<file path="src/rtl/fft_peak_finder_pkg.sv">
// Shared constants for the FFT peak finder: data field layout, tag layout and FSM encoding.
package fft_peak_finder_pkg;

  localparam int DATA_WIDTH_DEF = 24;
  localparam int RE_LSB         = 0;
  localparam int IM_LSB         = 24;
  localparam int USER_WIDTH     = 16;

  // Sideband tag = {valid, first, last, in_range, err, k}; flag offsets sit above k.
  localparam int TAG_FLAGS  = 5;
  localparam int TAG_ERR    = 0;
  localparam int TAG_INRNG  = 1;
  localparam int TAG_LAST   = 2;
  localparam int TAG_FIRST  = 3;
  localparam int TAG_VALID  = 4;

  typedef enum logic {
    IDLE  = 1'b0,
    ACCUM = 1'b1
  } state_t;

endpackage

</file>
<file path="src/rtl/fft_peak_finder_if.sv">
// FFT output stream as seen by the passive peak-finder tap.
interface fft_peak_finder_if
  import fft_peak_finder_pkg::*;
#(
  parameter int DATA_WIDTH = DATA_WIDTH_DEF
);
  logic [2*DATA_WIDTH-1:0] fft_tdata;
  logic                    fft_tvalid;
  logic                    fft_tlast;
  logic [USER_WIDTH-1:0]   fft_tuser;

  modport master (output fft_tdata, output fft_tvalid, output fft_tlast, output fft_tuser);
  modport slave  (input  fft_tdata, input  fft_tvalid, input  fft_tlast, input  fft_tuser);
endinterface

</file>
<file path="src/rtl/fft_peak_finder_cmag_sq.sv">
// Two-stage exact |re + j*im|^2 pipeline with a pass-through tag of arbitrary width.
module fft_peak_finder_cmag_sq #(
  parameter int DATA_WIDTH = 24,
  parameter int TAG_WIDTH  = 1
) (
  input  logic                         clock,
  input  logic                         reset,
  input  logic signed [DATA_WIDTH-1:0] i_re,
  input  logic signed [DATA_WIDTH-1:0] i_im,
  input  logic [TAG_WIDTH-1:0]         i_tag,
  output logic [2*DATA_WIDTH-1:0]      o_sq,
  output logic [TAG_WIDTH-1:0]         o_tag
);

  logic signed [DATA_WIDTH-1:0]   w_lane [2];
  logic signed [2*DATA_WIDTH-1:0] r_lane_sq [2];
  logic [TAG_WIDTH-1:0]           r_tag_s1;
  logic [TAG_WIDTH-1:0]           r_tag_s2;
  logic [2*DATA_WIDTH-1:0]        r_sq;

  assign w_lane[0] = i_re;
  assign w_lane[1] = i_im;

  // Each square is non-negative and at most 2^(2*DATA_WIDTH-2), so the signed product never wraps.
  genvar gi;
  generate
    for (gi = 0; gi < 2; gi++) begin : g_lane
      always_ff @(posedge clock or posedge reset) begin
        if (reset) begin
          r_lane_sq[gi] <= '0;
        end else begin
          r_lane_sq[gi] <= w_lane[gi] * w_lane[gi];
        end
      end
    end
  endgenerate

  always_ff @(posedge clock or posedge reset) begin
    if (reset) begin
      r_tag_s1 <= '0;
      r_tag_s2 <= '0;
      r_sq     <= '0;
    end else begin
      r_tag_s1 <= i_tag;
      r_tag_s2 <= r_tag_s1;
      r_sq     <= $unsigned(r_lane_sq[0]) + $unsigned(r_lane_sq[1]);
    end
  end

  assign o_sq  = r_sq;
  assign o_tag = r_tag_s2;

endmodule

</file>
<file path="src/rtl/fft_peak_finder.sv">
// Passive FFT stream tap: finds the strongest positive-frequency bin of each frame and reports it.
module fft_peak_finder
  import fft_peak_finder_pkg::*;
#(
  parameter int ADDR_WIDTH = 11,
  parameter int K_MIN      = 2,
  parameter int DATA_WIDTH = DATA_WIDTH_DEF
) (
  input  logic                    clock,
  input  logic                    reset,
  fft_peak_finder_if.slave        fft,
  output logic [ADDR_WIDTH-1:0]   k_max,
  output logic                    k_max_valid,
  output logic [2*DATA_WIDTH-1:0] peak_mag,
  output logic                    frame_err
);

  localparam int                TAG_W   = ADDR_WIDTH + TAG_FLAGS;
  localparam int                CNT_W   = ADDR_WIDTH + 2;
  localparam logic [CNT_W-1:0]  N_BEATS = CNT_W'(1) << ADDR_WIDTH;
  localparam logic [CNT_W-1:0]  CNT_SAT = N_BEATS + CNT_W'(1);

  state_t                  r_state;
  state_t                  w_state_next;
  logic [CNT_W-1:0]        r_beat_cnt;
  logic [CNT_W-1:0]        w_cnt_next;
  logic [CNT_W-1:0]        w_cnt_now;
  logic                    w_first;
  logic                    w_last;
  logic [ADDR_WIDTH-1:0]   w_k;
  logic                    w_in_range;
  logic [TAG_W-1:0]        w_tag_in;
  logic [TAG_W-1:0]        w_tag_s2;
  logic [2*DATA_WIDTH-1:0] w_sq_s2;

  logic [2*DATA_WIDTH-1:0] r_max_mag;
  logic [ADDR_WIDTH-1:0]   r_max_k;
  logic                    r_seen;
  logic [2*DATA_WIDTH-1:0] w_base_mag;
  logic [ADDR_WIDTH-1:0]   w_base_k;
  logic                    w_base_seen;
  logic                    w_upd;
  logic [2*DATA_WIDTH-1:0] w_new_mag;
  logic [ADDR_WIDTH-1:0]   w_new_k;
  logic                    w_new_seen;
  logic                    w_s_valid;
  logic                    w_s_report;

  always_ff @(posedge clock or posedge reset) begin
    if (reset) begin
      r_state    <= IDLE;
      r_beat_cnt <= '0;
    end else begin
      r_state    <= w_state_next;
      r_beat_cnt <= w_cnt_next;
    end
  end

  // w_cnt_now is the frame length including the current beat; it saturates so oversize frames stay flagged.
  always_comb begin
    w_state_next = r_state;
    w_cnt_next   = r_beat_cnt;
    w_first      = 1'b0;
    w_last       = 1'b0;
    w_cnt_now    = (r_beat_cnt == CNT_SAT) ? CNT_SAT : r_beat_cnt + CNT_W'(1);
    if (r_state == IDLE) begin
      w_cnt_now = CNT_W'(1);
    end
    if (fft.fft_tvalid) begin
      w_first = (r_state == IDLE);
      if (fft.fft_tlast) begin
        w_last       = 1'b1;
        w_state_next = IDLE;
        w_cnt_next   = '0;
      end else begin
        w_state_next = ACCUM;
        w_cnt_next   = w_cnt_now;
      end
    end
  end

  assign w_k        = fft.fft_tuser[ADDR_WIDTH-1:0];
  assign w_in_range = (w_k >= ADDR_WIDTH'(K_MIN)) && !w_k[ADDR_WIDTH-1];
  assign w_tag_in   = {fft.fft_tvalid, w_first, w_last, w_in_range, (w_cnt_now != N_BEATS), w_k};

  fft_peak_finder_cmag_sq #(
    .DATA_WIDTH (DATA_WIDTH),
    .TAG_WIDTH  (TAG_W)
  ) u_cmag_sq (
    .clock (clock),
    .reset (reset),
    .i_re  (fft.fft_tdata[RE_LSB +: DATA_WIDTH]),
    .i_im  (fft.fft_tdata[IM_LSB +: DATA_WIDTH]),
    .i_tag (w_tag_in),
    .o_sq  (w_sq_s2),
    .o_tag (w_tag_s2)
  );

  // A first-tagged beat starts from an empty max, so the previous frame never leaks into this one.
  always_comb begin
    w_s_valid   = w_tag_s2[ADDR_WIDTH + TAG_VALID];
    w_s_report  = w_s_valid && w_tag_s2[ADDR_WIDTH + TAG_LAST];
    w_base_mag  = r_max_mag;
    w_base_k    = r_max_k;
    w_base_seen = r_seen;
    if (w_tag_s2[ADDR_WIDTH + TAG_FIRST]) begin
      w_base_mag  = '0;
      w_base_k    = '0;
      w_base_seen = 1'b0;
    end
    w_upd      = w_s_valid && w_tag_s2[ADDR_WIDTH + TAG_INRNG] &&
                 (!w_base_seen || (w_sq_s2 > w_base_mag));
    w_new_mag  = w_upd ? w_sq_s2 : w_base_mag;
    w_new_k    = w_upd ? w_tag_s2[ADDR_WIDTH-1:0] : w_base_k;
    w_new_seen = w_base_seen || w_upd;
  end

  always_ff @(posedge clock or posedge reset) begin
    if (reset) begin
      r_max_mag   <= '0;
      r_max_k     <= '0;
      r_seen      <= 1'b0;
      k_max       <= '0;
      k_max_valid <= 1'b0;
      peak_mag    <= '0;
      frame_err   <= 1'b0;
    end else begin
      k_max_valid <= w_s_report;
      if (w_s_valid) begin
        r_max_mag <= w_new_mag;
        r_max_k   <= w_new_k;
        r_seen    <= w_new_seen;
      end
      if (w_s_report) begin
        k_max     <= w_new_k;
        peak_mag  <= w_new_mag;
        frame_err <= w_tag_s2[ADDR_WIDTH + TAG_ERR];
      end
    end
  end

endmodule

</file>
<file path="src/flat_wrapper.sv">
// flat-port wrapper written by rule: the top's interface ports become plain ports
module fft_peak_finder_flat import fft_peak_finder_pkg::*;
#(
  parameter int ADDR_WIDTH = 11,
  parameter int K_MIN      = 2,
  parameter int DATA_WIDTH = DATA_WIDTH_DEF
)
  (clock, reset, k_max, k_max_valid, peak_mag, frame_err, fft_fft_tdata, fft_fft_tvalid, fft_fft_tlast, fft_fft_tuser);
  fft_peak_finder_if #(.DATA_WIDTH(DATA_WIDTH)) fft_i ();
  input  logic clock;
  input  logic reset;
  output logic [ADDR_WIDTH-1:0] k_max;
  output logic k_max_valid;
  output logic [2*DATA_WIDTH-1:0] peak_mag;
  output logic frame_err;
  input wire logic [$bits(fft_i.fft_tdata)-1:0] fft_fft_tdata;
  input wire logic [$bits(fft_i.fft_tvalid)-1:0] fft_fft_tvalid;
  input wire logic [$bits(fft_i.fft_tlast)-1:0] fft_fft_tlast;
  input wire logic [$bits(fft_i.fft_tuser)-1:0] fft_fft_tuser;
  assign fft_i.fft_tdata = fft_fft_tdata;
  assign fft_i.fft_tvalid = fft_fft_tvalid;
  assign fft_i.fft_tlast = fft_fft_tlast;
  assign fft_i.fft_tuser = fft_fft_tuser;
  fft_peak_finder #(.ADDR_WIDTH(ADDR_WIDTH), .K_MIN(K_MIN), .DATA_WIDTH(DATA_WIDTH)) u_core (.clock(clock), .reset(reset), .fft(fft_i), .k_max(k_max), .k_max_valid(k_max_valid), .peak_mag(peak_mag), .frame_err(frame_err));
endmodule
</file>
<file path="config.mk">
export PLATFORM = sky130hd
export DESIGN_NAME = fft_peak_finder_flat
export DESIGN_NICKNAME = d
export VERILOG_FILES = /design/src/rtl/fft_peak_finder_pkg.sv /design/src/rtl/fft_peak_finder_if.sv /design/src/rtl/fft_peak_finder_cmag_sq.sv /design/src/rtl/fft_peak_finder.sv /design/src/flat_wrapper.sv
export SDC_FILE = /design/constraint.sdc
export NUM_CORES = 2
export LEC_CHECK = 0
export BUFFER_PORTS_ARGS = -buffer_cell sky130_fd_sc_hd__buf_4
export CAP_MARGIN = 20
export CORE_ASPECT_RATIO = 1.2
export CORE_MARGIN = 4
export CORE_UTILIZATION = 41
export CTS_BUF_LIST = sky130_fd_sc_hd__clkbuf_8
export CTS_CLUSTER_SIZE = 24
export DETAILED_ROUTE_END_ITERATION = 8
export SLEW_MARGIN = 5
export SYNTH_ARGS = -nofsm -noshare
export SYNTH_HDL_FRONTEND = slang
export SYNTH_HIERARCHICAL = 1
export SYNTH_SLANG_ARGS = --single-unit
</file>
<file path="constraint.sdc">
create_clock -name clock -period 10.9 [get_ports clock]
set_input_delay 1.09 -clock clock [delete_from_list [all_inputs] [get_ports clock]]
set_output_delay 1.09 -clock clock [all_outputs]
set_load 0.02 [all_outputs]
</file>
# After elaboration in Yosys (flattened, before gate mapping)
# Cells that the tools add are included.
[word_totals] reg_bits=311 input_bits=68 output_inout_bits=61 elab_cells=43
[classes] addsub=2 mul=2 n_lt_le_gt_ge=2 eq_ne=2 muxes=12 bitwise=1 n_reduce_logical=8
[ops] operator="$mul A24 B24 Y48" count=2
[ops] operator="$mux W48" count=2
[ops] operator="$add A48 B48 Y48" count=1
[ops] operator="$gt A48 B48 Y1" count=1
[ops] operator="$mux W13" count=3
[ops] operator="$mux W11" count=2
[ops] operator="$add A13 B1 Y13 const B" count=1
[ops] operator="$eq A13 B12 Y1 const B" count=1
[ops] operator="$ne A13 B12 Y1 const B" count=1
[ops] operator="$ge A11 B2 Y1 const B" count=1
[ops] operator="$mux W1" count=5
[ops] operator="$logic_and A1 B1 Y1" count=4
[ops] operator="$logic_not A1 Y1" count=2
[ops] operator="$logic_or A1 B1 Y1" count=2
[ops] operator="$not A1 Y1" count=1

# Depth between registers and ports, before layout
[depth] ltp_word=5 mapped_depth=29 depth_no_buf=26

# By module
# Netlist, hierarchy kept.
[modules_own_cells] module="fft_peak_finder_cmag_sq" instances=1 cells_each=4429 area_per_inst_um2=44077.3 seq_area_each_um2=4354.2
[modules_own_cells] module="fft_peak_finder" instances=1 cells_each=787 area_per_inst_um2=7534.7 seq_area_each_um2=3378.2

# Worst setup path after synthesis
# OpenSTA, ideal clock, no wires.
[synth_path] kind="in2reg" from="input port fft_fft_tdata[47]" to="register u_core/u_cmag_sq/r_lane_sq[45] in the netlist's numbering" setup_time_ns=0.080 arrival_ns=7.962 required_ns=10.820 setup_slack_ns=2.858 cell_stages=27 path_buffers=3 path_cell_list="clkbuf_1 > clkbuf_1 > nand2_1 > inv_1 > fa_1 > fa_1 > inv_1 > fa_1 > inv_1 > fa_1 > fa_1 > fa_1 > inv_1 > fa_1 > inv_1 > ha_1 > buf_2 > a2111oi_0 > o21ai_0 > o21a_1 > a211o_1 > a31oi_2 > o21ai_2 > a2111oi_1 > o21bai_1 > a21oi_1 > xnor2_1"
[synth_between] elab_chain_len=1
[synth_lines] element="start: declaration" line_no="flat_wrapper.sv:16" rtl="input wire logic [$bits(fft_i.fft_tdata)-1:0] fft_fft_tdata;"
[synth_lines] element="$mul A24 B24 Y48" line_no="fft_peak_finder_cmag_sq.sv:32" rtl="r_lane_sq[gi] <= w_lane[gi] * w_lane[gi];"
[synth_lines] element="end signal: indexed assignment" line_no="fft_peak_finder_cmag_sq.sv:32"
[synth_lines] element="end: declaration" line_no="fft_peak_finder_cmag_sq.sv:16" rtl="logic signed [2*DATA_WIDTH-1:0] r_lane_sq [2];"
# No other way between the ends.
# A chain may end at the register's enable or synchronous reset.

# Worst setup path after layout
# Ends and elaborated chain as after synthesis.

==> flow_metrics.py <==
metrics = {
    "critical_path": {
        "critPathMaxFanout": 47,
        "crit_required_ns": 11.43,
        "worst-r2r-setup-slack_ns": 6.49,
        "path_buf_inv": 5,
        "cp-start-kind": "input pin",
        "cpMostUsedCell": "fa_1",
        "max_stage_delay_ns": 0.76,
        "critPathSlowestCell": "fa_1",
        "critPathKind": "input pin to flop",
        "worstPathCellList": "buf_4 -> and2_1 -> fa_1 -> fa_1 -> inv_1 -> fa_1 -> inv_1 -> fa_1 -> fa_1 -> fa_1 -> inv_1 -> fa_1 -> inv_1 -> ha_1 -> a2111oi_0 -> o21ai_0 -> o21a_1 -> a211o_1 -> a31oi_2 -> o21ai_2 -> a2111oi_1 -> o21bai_1 -> a21oi_1 -> xnor2_1",
        "cp.arrival_ns": 8.78,
        "critical_path.top_delay_family": "adder cells",
        "cp-end-kind": "flop",
    },
    "drt": {
        "num_vias": 35000,
        "drc": 0,
        "ant_nets": 0,
        "via_per_inst": 5.04,
        "postRouteWirelength_mm": 125,
        "avgRoutedWirePerCell_um": 18.0,
        "drt_iter0_drc": 1498,
        "first_pass_iters": 5,
    },
    "placed_design": {
        "io_buffers": 123,
        "gp_congestion": 0.849,
        "pre_cts_slack_ns": 2.05,
        "place_inst": 6836,
        "hpwlAfterDp_mm": 98.7,
    },
    "grt": {
        "antenna_found_initial": 2,
        "grt_overflow": 0,
        "grt_first_pass_wirelength_mm": 204,
        "grt_pass1_vias": 39300,
        "grt_usage": 0.194,
        "grt_max_degree": 71,
    },
    "final_layout": {
        "drive_gt1_frac": 0.0474,
        "nNetsFinal": 6797,
        "final_cells": 6933,
        "area_delta_synth_final_pct": 6.76,
        "seqCellArea_mm2": 0.00773,
        "n_fill_cell": 12100,
        "multiInputGateArea_mm2": 0.0382,
        "fin_util": 0.441,
    },
    "synthesis": {
        "synth_top_area_cell": "fa_1",
        "synth_cell_type_count": 81,
        "ys_seq_area_frac": 0.150,
        "syn_nets": 6779,
        "synthTopCellsByArea": "fa_1 (43%), dfrtp_1 (15%), inv_1 (9.7%), ha_1 (9.3%), nand2_1 (3.2%)",
        "ys_ff_latch": 309,
        "synth_commonest_cells": "inv_1 (1337), fa_1 (1111), nand2_1 (445)",
        "synth_top_area_share": 0.431,
        "ys.flop_type": "dfrtp_1",
        "ys_warn_count": 6,
        "async_flop_share": 1.00,
        "synthesis.area_mm2": 0.0516,
        "synth.avg_cell_area_um2": 9.89,
        "yosys.cell_count.top_type": "inv_1",
        "synth_edf_count": 0,
        "netlist_instances": 5216,
    },
    "clocking": {
        "clock_latency_ns": 0.64,
        "numCtsBuffers": 52,
        "cts_tree": "yes",
        "htreeDepth": 2,
        "clock_sinks": 309,
        "cts.path.max_buffers": 3,
        "cts.repair.resized": 0,
        "clk_pin_slew_worst_paths_ns": 0.06,
        "root_buffer": "clkbuf_8",
        "postCtsHoldBufs": 0,
        "post-cts-setup-buffers": 0,
    },
    "sta": {
        "tightest_slew_ns": 0.947,
        "setup_slack_ns": 2.66,
        "maxSlewHeadroom": 0.369,
        "report.final.slew_viol_count": 0,
        "fin_setup_tns_ns": 0,
        "final.min_clock_period_ns": 8.24,
        "setup_viol": 0,
        "final-hold-violation-count": 0,
        "fin_crit_sh": 0.756,
        "skew_ns": 0.0399,
        "fmax_mhz": 121,
        "grt_setup_unrepaired": "false",
    },
    "floorplanning": {
        "die_area_mm2": 0.132,
        "core_mm2": 0.125,
        "rows": 142,
        "die_w_um": 332,
        "num_io_pins": 129,
        "die_height_um": 397,
        "initial_core_util": 0.413,
    },
    "outcome": {
        "status": "completed",
    },
    "hold_path": {
        "hp-class": "flop to flop",
    },
    "run": {
        "cap_viol_max_count": 0,
    },
}
-- path summary, 6_finish.rpt --
| path | start | end | cells after the start |
|---|---|---|---|
| worst min register to register | u_core/u_cmag_sq/r_tag_s1[5]$_DFF_PP0_ | u_core/u_cmag_sq/o_tag[5]$_DFF_PP0_ | 0 |
| max in group asynchronous | reset | u_core/u_cmag_sq/r_lane_sq[95]$_DFF_PP0_ | 4 |
| worst min-delay path | u_core/u_cmag_sq/r_tag_s1[5]$_DFF_PP0_ | u_core/u_cmag_sq/o_tag[5]$_DFF_PP0_ | 0 |
| worst max-delay path | fft_fft_tdata[47] | u_core/u_cmag_sq/r_lane_sq[45]$_DFF_PP0_ | 24 |
| worst max register to register | u_core/u_cmag_sq/o_tag[14]$_DFF_PP0_ | u_core/r_max_mag[38]$_DFFE_PP0P_ | 11 |
| min in group asynchronous | reset | u_core/u_cmag_sq/o_tag[1]$_DFF_PP0_ | 2 |
-- kinds of logic after synthesis --
| logic type | synth area share |
|---|---|
| compound gates | 0.0776 |
| xor+xnor | 0.0294 |
| simple gates | 0.108 |
| buf+inv | 0.111 |
| flops | 0.150 |
| mux | 0.00102 |
| fa+ha+maj | 0.524 |
-- layout by cell type (no fill, tap or decap), types with 7 or more instances in the layout --
cell type / instances
nand3b_1: 12
nand2b_1: 72
o21ai_0: 74
nor3_1: 24
a221o_1: 13
nand2_1: 444
nor2b_1: 52
xor2_1: 52
nor2_1: 153
clkbuf_8: 64
and2_1: 210
a22o_1: 62
ha_1: 384
or3_1: 49
o21a_1: 17
o31ai_1: 9
nand3_1: 35
xnor2_1: 121
buf_4: 135
o22ai_1: 9
o21bai_1: 18
inv_1: 1355
dfrtp_1: 309
a21oi_1: 199
a211o_1: 7
a211oi_1: 16
a21o_1: 52
and3_1: 23
a31oi_1: 61
nand4_1: 28
fa_1: 1111
-- worst register-to-register path, stage by stage (launching register included) --
cell and delay [ns]:
dfrtp_1 0.35, buf_4 0.31, nand2b_1 0.29, ha_1 0.33
nand4_1 0.22, or4_4 0.64, nor3b_4 0.31, a31oi_4 0.38
a22o_1 0.60, o31ai_4 0.29, buf_4 0.41, a22o_1 0.20
-- sequential cells by signal, indices dropped and copies added, names as in the netlist, 11 cells and up --
name / flops
u_core/u_cmag_sq/r_tag_s1: 16
u_core/u_cmag_sq/r_lane_sq: 94
u_core/peak_mag: 48
u_core/u_cmag_sq/o_tag: 16
u_core/k_max: 11
u_core/u_cmag_sq/o_sq: 48
u_core/r_beat_cnt: 13
u_core/r_max_mag: 48
u_core/r_max_k: 11
-- per-layer routing --
metal / vias up / GRT usage / wire length [µm]
li1: 15800 / - / -
met1: 18200 / 0.236 / 49500
met2: 712 / 0.361 / 66700
met3: 230 / 0.0215 / 4630
met4: 2 / 0.0585 / 3940
met5: - / 0 / 7
-- area by class of cell --
cell class                 instances  area share
clock buffer                      64      0.0160
tap                             1656      0.0376
inverter                        1337      0.0913
clock inverter                    31     0.00325
multi-input combinational       3399       0.693
sequential                       309       0.140
antenna                            2   0.0000908
timing repair buffer             135      0.0184
-- metrics by stage --
step                      instance area (µm²)  hold slack [ns]
after floorplan                         51600            0.331
after global placement                  54000            0.335
after detailed placement                54000            0.336
after CTS                               55100            0.344
after global routing                    55100            0.355
final                                   55100            0.345
Power is left out: the tool's default activity adds up to more than one toggle a clock period on the data nets, which glitch-free logic cannot reach.
